[src/rtl/gbus_pkg.sv]
// rtl/gbus_pkg.sv - shared gbus field widths and write record type
package gbus_pkg;

    localparam int HEAD_SRAM_BIAS_WIDTH = 2;
    localparam int BUS_CORE_ADDR_WIDTH  = 4;
    localparam int BUS_CMEM_ADDR_WIDTH  = 13;
    localparam int GBUS_DATA_WIDTH      = 32;
    localparam int GBUS_ADDR_WIDTH      = HEAD_SRAM_BIAS_WIDTH + BUS_CORE_ADDR_WIDTH
                                          + BUS_CMEM_ADDR_WIDTH;

    typedef struct packed {
        logic [GBUS_ADDR_WIDTH-1:0] addr;
        logic [GBUS_DATA_WIDTH-1:0] data;
    } gbus_wr_t;

endpackage

[src/rtl/gbus_sync_fifo.sv]
// rtl/gbus_sync_fifo.sv - show-ahead sync FIFO that drops pushes when full
module gbus_sync_fifo #(
    parameter int WIDTH = 51,
    parameter int DEPTH = 4
) (
    input  logic             clk,
    input  logic             rst,
    input  logic             push,
    input  logic             pop,
    input  logic [WIDTH-1:0] din,
    output logic [WIDTH-1:0] dout,
    output logic             full,
    output logic             empty,
    output logic             overflow_pulse
);

    localparam int AW = $clog2(DEPTH);

    logic [WIDTH-1:0] mem [DEPTH];
    logic [AW-1:0]    wr_ptr;
    logic [AW-1:0]    rd_ptr;
    logic [AW:0]      count;
    logic             do_push;
    logic             do_pop;

    assign full  = (count == (AW+1)'(DEPTH));
    assign empty = (count == '0);
    assign dout  = mem[rd_ptr];

    // A pop in the same cycle frees the slot, so a full FIFO still accepts the push.
    assign do_pop         = pop & ~empty;
    assign do_push        = push & (~full | do_pop);
    assign overflow_pulse = push & full & ~do_pop;

    always_ff @(posedge clk) begin
        if (rst) begin
            wr_ptr <= '0;
            rd_ptr <= '0;
            count  <= '0;
        end else begin
            if (do_push) wr_ptr <= wr_ptr + AW'(1);
            if (do_pop)  rd_ptr <= rd_ptr + AW'(1);
            case ({do_push, do_pop})
                2'b10:   count <= count + (AW+1)'(1);
                2'b01:   count <= count - (AW+1)'(1);
                default: count <= count;
            endcase
        end
    end

    always_ff @(posedge clk) begin
        if (!rst && do_push) mem[wr_ptr] <= din;
    end

endmodule

[src/rtl/head_gbus_arbiter.sv]
// rtl/head_gbus_arbiter.sv - per-core gbus write FIFOs drained round-robin onto one registered bus
module head_gbus_arbiter #(
    parameter int CORE_NUM        = 8,
    parameter int GBUS_ADDR_WIDTH = gbus_pkg::GBUS_ADDR_WIDTH,
    parameter int GBUS_DATA_WIDTH = gbus_pkg::GBUS_DATA_WIDTH,
    parameter int FIFO_DEPTH      = 4
) (
    input  logic                                clk,
    input  logic                                rst,
    input  logic [CORE_NUM*GBUS_ADDR_WIDTH-1:0] core_gbus_addr,
    input  logic [CORE_NUM-1:0]                 core_gbus_wen,
    input  logic [CORE_NUM*GBUS_DATA_WIDTH-1:0] core_gbus_wdata,
    output logic [GBUS_ADDR_WIDTH-1:0]          head_gbus_addr,
    output logic                                head_gbus_wen,
    output logic [GBUS_DATA_WIDTH-1:0]          head_gbus_wdata,
    input  logic                                err_clear,
    output logic [CORE_NUM-1:0]                 fifo_overflow,
    output logic                                busy
);

    localparam int PW = $clog2(CORE_NUM);
    localparam int EW = GBUS_ADDR_WIDTH + GBUS_DATA_WIDTH;

    logic [EW-1:0]       fifo_dout [CORE_NUM];
    logic [CORE_NUM-1:0] fifo_empty;
    logic [CORE_NUM-1:0] fifo_full_unused;
    logic [CORE_NUM-1:0] fifo_ovf;
    logic [CORE_NUM-1:0] grant_vec;
    logic                grant_any;
    logic [PW-1:0]       grant_idx;
    logic [PW-1:0]       rr_ptr;
    logic [EW-1:0]       head_entry;

    for (genvar i = 0; i < CORE_NUM; i++) begin : g_fifo
        gbus_sync_fifo #(
            .WIDTH (EW),
            .DEPTH (FIFO_DEPTH)
        ) u_fifo (
            .clk            (clk),
            .rst            (rst),
            .push           (core_gbus_wen[i]),
            .pop            (grant_vec[i]),
            .din            ({core_gbus_addr[i*GBUS_ADDR_WIDTH +: GBUS_ADDR_WIDTH],
                              core_gbus_wdata[i*GBUS_DATA_WIDTH +: GBUS_DATA_WIDTH]}),
            .dout           (fifo_dout[i]),
            .full           (fifo_full_unused[i]),
            .empty          (fifo_empty[i]),
            .overflow_pulse (fifo_ovf[i])
        );
    end

    // First non-empty FIFO at or above rr_ptr; the PW-bit sum wraps modulo CORE_NUM.
    always_comb begin
        logic [PW-1:0] cand;
        cand      = '0;
        grant_any = 1'b0;
        grant_idx = '0;
        for (int k = 0; k < CORE_NUM; k++) begin
            cand = rr_ptr + PW'(k);
            if (!grant_any && !fifo_empty[cand]) begin
                grant_any = 1'b1;
                grant_idx = cand;
            end
        end
    end

    assign grant_vec  = grant_any ? (CORE_NUM'(1) << grant_idx) : '0;
    assign head_entry = fifo_dout[grant_idx];

    always_ff @(posedge clk) begin
        if (rst) begin
            rr_ptr          <= '0;
            head_gbus_wen   <= 1'b0;
            head_gbus_addr  <= '0;
            head_gbus_wdata <= '0;
            fifo_overflow   <= '0;
        end else begin
            head_gbus_wen <= grant_any;
            if (grant_any) begin
                head_gbus_addr  <= head_entry[EW-1 -: GBUS_ADDR_WIDTH];
                head_gbus_wdata <= head_entry[GBUS_DATA_WIDTH-1:0];
                rr_ptr          <= grant_idx + PW'(1);
            end else begin
                head_gbus_addr  <= '0;
                head_gbus_wdata <= '0;
            end
            fifo_overflow <= (err_clear ? '0 : fifo_overflow) | fifo_ovf;
        end
    end

    // FIFO empties and the output strobe are all flops, so this matches the post-edge state.
    assign busy = (~&fifo_empty) | head_gbus_wen;

endmodule

[config.mk]
export PLATFORM = sky130hd
export DESIGN_NAME = head_gbus_arbiter
export DESIGN_NICKNAME = d
export VERILOG_FILES = /design/src/rtl/gbus_pkg.sv /design/src/rtl/gbus_sync_fifo.sv /design/src/rtl/head_gbus_arbiter.sv
export SDC_FILE = /design/constraint.sdc
export NUM_CORES = 1
export LEC_CHECK = 0
export CAP_MARGIN = 25
export CORE_ASPECT_RATIO = 1.25
export CORE_UTILIZATION = 45
export DETAILED_ROUTE_END_ITERATION = 7
export MAX_ROUTING_LAYER = met4
export PLACE_DENSITY = 0.66
export SYNTH_ARGS = -nofsm -noshare
export SYNTH_HDL_FRONTEND = slang
export SYNTH_HIERARCHICAL = 1
export SYNTH_SLANG_ARGS = --single-unit
[constraint.sdc]
create_clock -name clk -period 8.4 [get_ports clk]
set_input_delay 0.84 -clock clk [delete_from_list [all_inputs] [get_ports clk]]
set_output_delay 0.84 -clock clk [all_outputs]
set_load 0.01 [all_outputs]
# --- Word-level counts from Yosys, hierarchy flattened ---
# Memory sizes are Yosys's and may differ from the RTL's. A register that Yosys moved wholly into a read port is not among the register bits.
# Cells that the tools add are included.
totals:
  mem_bits_ro: 0
  memories: 8
  latchBits: 0
  register_bits: 119
  in_bits: 419
  out_inout_bits: 61
  ramBits: 1632
  wordCells: 304
op_classes:
  shift: 1
  mul: 0
  add_sub_neg: 40
  reduce_logical: 48
  eq_ne: 24
  bitwise: 68
  div_mod_pow: 0
  mux: 77
  magnitude_cmp: 9
memory_table:
  columns: ["memory", "words", "width", "rd", "rd_ports_with_merged_regs", "wr", "line", "text"]
  rows:
  - ["g_fifo[0].u_fifo.mem", 4, 51, 1, 1, 1, "gbus_sync_fifo.sv:19", "logic [WIDTH-1:0] mem [DEPTH];"]
  - ["g_fifo[1].u_fifo.mem", 4, 51, 1, 1, 1, "gbus_sync_fifo.sv:19", null]
  - ["g_fifo[2].u_fifo.mem", 4, 51, 1, 1, 1, "gbus_sync_fifo.sv:19", null]
  - ["g_fifo[3].u_fifo.mem", 4, 51, 1, 1, 1, "gbus_sync_fifo.sv:19", null]
  - ["g_fifo[4].u_fifo.mem", 4, 51, 1, 1, 1, "gbus_sync_fifo.sv:19", null]
  - ["g_fifo[5].u_fifo.mem", 4, 51, 1, 1, 1, "gbus_sync_fifo.sv:19", null]
  - ["+2 memories", null, null, null, null, null, null, null]
ops:
  columns: ["cell", "count"]
  rows:
  - ["$bmux W51 S3", 1]
  - ["$mux W51", 2]
  - ["$pmux W3 S2", 8]
  - ["$add A2 B1 Y2 const B", 16]
  - ["$and A1 B1 Y1", 32]
  - ["$lt A3 B4 Y1 const B", 8]
  - ["$mux W1", 32]
  - ["$mux W2", 16]
  - ["$add A3 B1 Y3 const B", 10]
  - ["$not A1 Y1", 25]
  - ["$bmux W1 S3", 8]
  - ["$eq A3 B3 Y1 const B", 8]
  - ["$logic_not A3 Y1", 8]
  - ["$mux W3", 8]
  - ["$sub A3 B1 Y3 const B", 8]
  - ["$eq A2 B1 Y1 const B", 8]
  - ["$eq A2 B2 Y1 const B", 8]
  - ["$mux W8", 2]
  - ["$reduce_bool A2 Y1", 8]
  - ["$logic_and A1 B1 Y1", 15]
  - ["$logic_not A1 Y1", 15]
  - ["$add A3 B3 Y3 const B", 4]
  - ["$or A1 B1 Y1", 9]
  - ["$or A8 B8 Y8", 1]
  - ["other kinds (6)", 7]

# --- Depth between registers and ports, before layout ---
# Gate-level depths: netlist of the first run.
logic_depth:
  depth_word: 32
  depth_mapped: 24
  mapped_depth_nobuf: 19

# --- By module ---
# Netlist of the first run, hierarchy kept.
by_module_without_submodules:
  columns: ["mod", "instances", "seq_area_each_um2", "cells_each", "area_each_um2"]
  rows:
  - ["gbus_sync_fifo at g_fifo[2].u_fifo ...", 3, 6306.0, 336, 7961.4]
  - ["gbus_sync_fifo at g_fifo[3].u_fifo ...", 3, 6306.0, 334, 7905.1]
  - ["gbus_sync_fifo at g_fifo[0].u_fifo", 1, 6306.0, 322, 7921.3]
  - ["gbus_sync_fifo at g_fifo[1].u_fifo", 1, 6306.0, 334, 7908.8]
  - ["head_gbus_arbiter", 1, 1261.2, 927, 7886.3]

# --- Worst setup path after synthesis of the first run ---
# No wires, ideal clock.
synth_timing:
  path_kind: "reg2reg"
  start: "register rr_ptr[0]"
  end: "memory g_fifo[0].u_fifo.mem[0][0] (enable)"
  setup_slack_ps: 653
  t_arrival_ps: 7213
  setup_ps: 533
  n_path_buf: 4
  stages_incl_launch_ff: 19
  required_ps: 7867
  synth_period_minus_slack_ps: 7747
  cell_sequence: "dfxtp_1 -> buf_6 -> buf_6 -> inv_2 -> ha_1 -> buf_4 -> mux2_2 -> mux4_2 -> nor2b_1 -> nand3_2 -> o22ai_4 -> nor3_4 -> buf_4 -> nand2b_1 -> nor2_1 -> nor4b_2 -> nor2b_2 -> inv_1 -> nor3b_1"
synth_between:
  elab_chain_cells: 32
  elab_cells_between_ends: 67
  classes_between: "7 x add/sub; 1 x shift; 35 x mux; 3 x bitwise; 21 x reduce/logical"
synth_lines:
  columns: ["element", "line", "text"]
  rows:
  - ["start: declaration", "head_gbus_arbiter.sv:31", "logic [PW-1:0] rr_ptr;"]
  - ["start signal: assignment", "head_gbus_arbiter.sv:82", "rr_ptr <= grant_idx + PW'(1);"]
  - ["$add A3 B1 Y3", "head_gbus_arbiter.sv:59", "cand = rr_ptr + PW'(k);"]
  - ["$bmux W1 S3", "head_gbus_arbiter.sv:60", "if (!grant_any && !fifo_empty[cand]) begin"]
  - ["$mux W1 (implied by the code)", "head_gbus_arbiter.sv:60", null]
  - ["$logic_not A1 Y1", "head_gbus_arbiter.sv:60", null]
  - ["$logic_and A1 B1 Y1", "head_gbus_arbiter.sv:60", null]
  - ["$mux W1", "head_gbus_arbiter.sv:60", null]
  - ["$logic_not A1 Y1", "head_gbus_arbiter.sv:60", null]
  - ["$logic_and A1 B1 Y1", "head_gbus_arbiter.sv:60", null]
  - ["[17 not listed]", null, null]
  - ["$mux W8 (*)", "head_gbus_arbiter.sv:67", "assign grant_vec = grant_any ? (CORE_NUM'(1) << grant_idx) : '0;"]
  - ["named net grant_vec[0]", "head_gbus_arbiter.sv:28", "logic [CORE_NUM-1:0] grant_vec;"]
  - ["$and A1 B1 Y1 (*)", "gbus_sync_fifo.sv:31", "assign do_pop = pop & ~empty;"]
  - ["$or A1 B1 Y1 (*)", "gbus_sync_fifo.sv:32", "assign do_push = push & (~full | do_pop);"]
  - ["$and A1 B1 Y1 (*)", "gbus_sync_fifo.sv:32", null]
  - ["$logic_and A1 B1 Y1 (*)", "gbus_sync_fifo.sv:52", "if (!rst && do_push) mem[wr_ptr] <= din;"]
  - ["$mux W1 (*)", "gbus_sync_fifo.sv:52", null]
  - ["$mux W1 (implied by the code) (*)", "gbus_sync_fifo.sv:52", null]
  - ["end: declaration", "gbus_sync_fifo.sv:19", null]
# The timed path passes the listed nets; every way through them passes the cells marked *. The select of a mux whose other input is x is not followed.

# --- Worst setup path in the final report of the first run ---
layout_timing:
  start: "register rr_ptr[0]"
  end: "memory g_fifo[7].u_fifo.mem[0][22] (enable)"
layout_between:
  elab_chain_cells: 32
  elab_cells_between_ends: 67
  classes_between: "7 x add/sub; 1 x shift; 35 x mux; 3 x bitwise; 21 x reduce/logical"
layout_lines:
  columns: ["element", "line"]
  rows:
  - ["$add A3 B1 Y3", "head_gbus_arbiter.sv:59"]
  - ["$bmux W1 S3", "head_gbus_arbiter.sv:60"]
  - ["$mux W1 (implied by the code)", "head_gbus_arbiter.sv:60"]
  - ["$logic_not A1 Y1", "head_gbus_arbiter.sv:60"]
  - ["$logic_and A1 B1 Y1", "head_gbus_arbiter.sv:60"]
  - ["$mux W1", "head_gbus_arbiter.sv:60"]
  - ["$logic_not A1 Y1", "head_gbus_arbiter.sv:60"]
  - ["$logic_and A1 B1 Y1", "head_gbus_arbiter.sv:60"]
  - ["[17 not listed]", null]
  - ["$mux W8 (*)", "head_gbus_arbiter.sv:67"]
  - ["named net grant_vec[7]", "head_gbus_arbiter.sv:28"]
  - ["$and A1 B1 Y1 (*)", "gbus_sync_fifo.sv:31"]
  - ["$or A1 B1 Y1 (*)", "gbus_sync_fifo.sv:32"]
  - ["$and A1 B1 Y1 (*)", "gbus_sync_fifo.sv:32"]
  - ["$logic_and A1 B1 Y1 (*)", "gbus_sync_fifo.sv:52"]
  - ["$mux W1 (*)", "gbus_sync_fifo.sv:52"]
  - ["$mux W1 (implied by the code) (*)", "gbus_sync_fifo.sv:52"]
  - ["end: declaration", "gbus_sync_fifo.sv:19"]
# Marks and branches as above.

==> flow_summary.ini, run 1 <==
[critical_path]
crit_type = flip-flop to flip-flop
crit_path_start_kind = flip-flop
cp.required_ps = 8820
crit_path_max_fanout = 51
crit_path_end_kind = flip-flop
cp.arrival_ps = 7180

[yosys]
synth_area_sq_mm = 0.0713
syn-num-nets = 4055
yosysWarnings = 6
synth_cells = 3592
syn_area_per_cell_sq_um = 19.9

[placed_design]
numPortBuffers = 479
gp_congestion = 0.890
dp.final_hpwl_mm = 131
dp.cells = 5922

[sta]
fin_tns_setup_ps = 0
hold_violations = 0
rsz0062_at_grt = no
setup_viol = 0
drv_slew = 0
timing.hold.ws_ps = 473
finalCriticalPeriod_ps = 6760
fmax_mhz = 148
worst_pin_slew_ps = 1290
slew_headroom = 0.143
skew_ps = 46.6
period_share = 0.805

[detailed_routing]
vias = 38000
via_per_inst = 6.02
firstDrtPassIters = 8
drc = 0
ant_nets = 0
wl_mm = 194
wl_per_cell_microns = 30.8
drt-initial-drc-count = 4539

[grt]
antenna_found_initial = 99
grt_use_total = 0.249
grt_remaining_overflow = 0
grt_max_degree = 169
grt_pass1_vias = 37200
grt_pass1_wl_mm = 271

[cts]
cts_made_buffers = 172
cts_resized = 0
htreeDepth = 4
clock_latency_ps = 820
clkSinkCount = 1767
cts-root-buf = clkbuf_16
post_cts_buffers = 0
clkTransAtPathRegs_ps = 60
cts_tree = yes
clock_path_buffers = 3
ctsHoldBuffers = 0

[power]
cellLeakagePower_nw = 25.8
power_density_mw_per_mm2 = 417
ir_drop_v = 0.00119

[floorplanning]
core_area_sq_mm = 0.157
die_w_microns = 358
die-area_sq_mm = 0.160
ioPinCount = 480
die-height_microns = 447
core.rowCount = 162
initial_utilization = 0.455

[finish]
final_util = 0.534
syn_to_final_growth_pct = 17.4
layoutNonFillerInstCount = 6313
drive_gt1_frac = 0.210
nNetsFinal = 4512

[outcome]
outcome = completed

[job]
maxCapViolCount = 0

[min_path]
min_path_type = flip-flop to flip-flop
-- registers in the layout (all words and copies together) (netlist names), named ones only --
signal,cells
rr_ptr,3
head_gbus_wen,1
g_fifo.u_fifo/rd_ptr,16
g_fifo.u_fifo/count,24
head_gbus_wdata,32
fifo_overflow,8
g_fifo.u_fifo/wr_ptr,16
head_gbus_addr,19
g_fifo.u_fifo/mem,1632
-- critical path: stages, from the launching register on --
cell,delay [ps]
dfxtp_1,920
inv_2,150
ha_1,760
mux4_2,640
o21ai_2,210
o22a_1,250
o31a_1,250
o21a_4,550
nand2b_1,190
inv_1,90
ha_1,130
nor2b_1,720
inv_1,210
a31o_2,340
nor3b_2,190
buf_4,690
-- layer usage --
| layer | GRT usage | up-vias | wire (microns) |
|---|---|---|---|
| met5 | - | - | 0 |
| met4 | 0.0830 | 0 | 6620 |
| met3 | 0.0754 | 300 | 21200 |
| met2 | 0.374 | 1840 | 91900 |
| met1 | 0.323 | 19800 | 74700 |
| li1 | - | 16100 | - |
-- final cells by class --
type	instances	area (sq um)
clock inverter	94	982
fill	12100	73000
multi-input combinational	1485	17900
inverter	62	233
sequential	1767	51700
antenna	75	188
clock buffer	219	4580
timing repair buffer	561	5480
tap	2050	2560
-- final timing paths --
path                                   start                           to  slack [ps]  depth (start not counted)
hold / removal    g_fifo[0].u_fifo/rd_ptr[1]                    flip-flop         470                          2
setup reg to reg                   rr_ptr[0]  g_fifo[7].u_fifo/mem[0][22]        1640                         15
setup / recovery                   rr_ptr[0]  g_fifo[7].u_fifo/mem[0][22]        1640                         15
hold reg to reg   g_fifo[0].u_fifo/rd_ptr[1]                    flip-flop         470                          2
-- where the power goes --
group	switching (mW)	internal [mW]
sequential	0.447	10.4
combinational	11.2	5.25
clock	3.33	4.29
-- metrics by stage --
stage,worst slack [ps],power [mW],cell area (sq um)
detailed placement,1670,27.3,77900
global placement,1740,27.1,77900
floorplan,653,20.9,71300
finish,1640,34.9,83700
global route,1240,35.9,83700
CTS,1680,34.9,83500
-- cell usage in the layout (no fill, tap or decap), drive strengths merged, types with 23 or more instances in the layout --
cell type      count
a21oi             32
nand2b            23
diode             75
dfxtp            135
nand2             33
ha                36
clkbuf           220
o22ai             53
a211oi           106
mux4             418
edfxtp          1632
nor2              83
buf               82
o31ai            109
and4             102
and2              23
clkdlybuf4s50    478
clkinv            60
o31a             205
inv               73
No activity file was read; power rests on OpenSTA's default activity.
==> run 2: changes to the inputs <==
- PLACE_DENSITY: 0.66 -> 0.68
- clock period: 8.4 -> 6.2 ns (I/O delays scaled with it)
==> run 2 against run 1 <==
  * Register-to-register slack worse by 850 ps
  * Routed wire length is 2.2% higher
  * Sequential cell count stayed put
  * Critical endpoint is now g_fifo[0].u_fifo/count[2]
  * Largest power group unchanged
==> flow_summary.ini, run 2 (same netlist as run 1, synthesis figures left out) <==
[finish]
drive_gt1_frac = 0.217
final_util = 0.538
syn_to_final_growth_pct = 18.2
largest_register = g_fifo.u_fifo/mem
nFillCells = 12000
nNetsFinal = 4555
final_common_cell = edfxtp_1
final_cell_mix = 1632 x edfxtp_1, 478 x clkdlybuf4s50_1, 417 x mux4_2
layoutNonFillerInstCount = 6356
final_cell_area_sq_mm = 0.0843
largest_register_ffs = 1632
reg_top3 = g_fifo.u_fifo/mem x1632, head_gbus_wdata x32, g_fifo.u_fifo/count x24

[grt]
grt_busiest_layer = met2
met3_usage = 0.0801
grt_max_degree = 132
use_met1 = 0.327
met2_usage = 0.381
antenna_found_initial = 85
grt_pass1_vias = 38000
grt_remaining_overflow = 0
grt_pass1_wl_mm = 276
grt_use_total = 0.254

[floorplanning]
initial_utilization = 0.455
ioPinCount = 480
die-height_microns = 447
die_w_microns = 358
die-area_sq_mm = 0.160
core_area_sq_mm = 0.157
core.rowCount = 162

[placed_design]
dp.final_hpwl_mm = 136
numPortBuffers = 479
placed_cell_area_sq_mm = 0.0786
gp_congestion = 0.917
dp_slack_ps = 882
dp.cells = 5972

[detailed_routing]
via_per_inst = 6.04
ant_nets = 0
wl_mm = 199
drc = 0
firstDrtPassIters = 6
drt-initial-drc-count = 4749
wl_per_cell_microns = 31.2
vias = 38400

[critical_path]
crit_chain = inv_1, ha_1, mux4_2, o21ai_2, o22ai_1, nand3_2, nor3b_2, nand2b_1, nor2_1, nor4b_2, nor2b_2, inv_1, ha_1, inv_1, fa_1, xor2_1, or3_1, a21oi_1
crit_path_start_kind = flip-flop
rrSetupSlack_ps = 790
r2r-start = rr_ptr[1]
r2r_end = g_fifo[0].u_fifo/count[2]
r2r_cells = 18
cp.required_ps = 6920
cp.arrival_ps = 6130
path_buf_inv = 3
crit_path_end_kind = flip-flop
crit_path_max_fanout = 16
slowest_stage = ha_1
crit_type = flip-flop to flip-flop
path_delay_family = simple AND/OR/NAND/NOR gates
worst_path_most_repeated_cell = inv_1
cp_slowest_stage_delay_ps = 770

[cts]
post_cts_buffers = 0
clkTransAtPathRegs_ps = 60
cts_made_buffers = 168
htreeDepth = 4
cts_tree = yes
cts_resized = 0
clkSinkCount = 1767
clock_latency_ps = 830
cts-root-buf = clkbuf_16
ctsHoldBuffers = 0
clock_path_buffers = 3

[power]
power_density_mw_per_mm2 = 568
ir_drop_v = 0.00131
total_power_mw = 47.8
cellLeakagePower_nw = 26.1

[sta]
finalCriticalPeriod_ps = 5410
timing.hold.ws_ps = 310
period_share = 0.873
rsz0062_at_grt = no
hold_violations = 0
slew_headroom = 0.253
skew_ps = 43.1
setup_viol = 0
drv_slew = 0
fin_tns_setup_ps = 0
worst_pin_slew_ps = 1110
fmax_mhz = 185
setup_slack_ps = 787

[min_path]
hold_path_end = g_fifo[5].u_fifo/rd_ptr[0]
min_path_cells = 2
min_path_type = input pin to flip-flop
min_from = rst

[job]
maxCapViolCount = 0

[outcome]
outcome = completed
## run 2: cell count changes in the layout (fill, tap and decap cells not counted), moves of 5 or more
cell / before / now
clkinvlp_4: 10 / 4
buf_12: 4 / 29
clkbuf_16: 174 / 169
clkinv_1: 27 / 19
nor3b_2: 17 / 9
clkbuf_1: 39 / 49
buf_4: 77 / 99
clkbuf_8: 6 / 15
nor3b_4: 1 / 9
## run 2: power breakdown
| group | switching [mW] | internal (mW) |
|---|---|---|
| Clock | 4.49 | 5.65 |
| Combinational | 15.3 | 7.66 |
| Sequential | 0.691 | 14.0 |
## run 2: area by class of cell
class | instances | area, sq um | area share
sequential | 1767 | 51700 | 0.614
multi-input combinational | 1485 | 18000 | 0.213
timing repair buffer | 608 | 6120 | 0.0726
clock buffer | 233 | 4620 | 0.0548
tap | 2050 | 2560 | 0.0304
clock inverter | 78 | 832 | 0.00987
inverter | 62 | 233 | 0.00276
antenna | 73 | 183 | 0.00217
## run 2: metal layers
layer / share of wire / vias up
met5: 0 / -
met4: 0.032 / 0
met3: 0.11 / 283
met2: 0.47 / 1888
met1: 0.39 / 20100
li1: - / 16200
## run 2: worst max-delay path by stage
stage	start	endpoint	depth (start not counted)
6_report	rr_ptr[1]	g_fifo[0].u_fifo/count[2]	18
5_1_grt	rr_ptr[1]	g_fifo[0].u_fifo/count[2]	18
4_1_cts	rr_ptr[1]	g_fifo[0].u_fifo/count[2]	18
3_5_place_dp	rr_ptr[1]	g_fifo[0].u_fifo/count[2]	18
3_3_place_gp	rr_ptr[1]	head_gbus_wdata[22]	11
2_1_floorplan	rr_ptr[0]	g_fifo[0].u_fifo/mem[0][0]	18
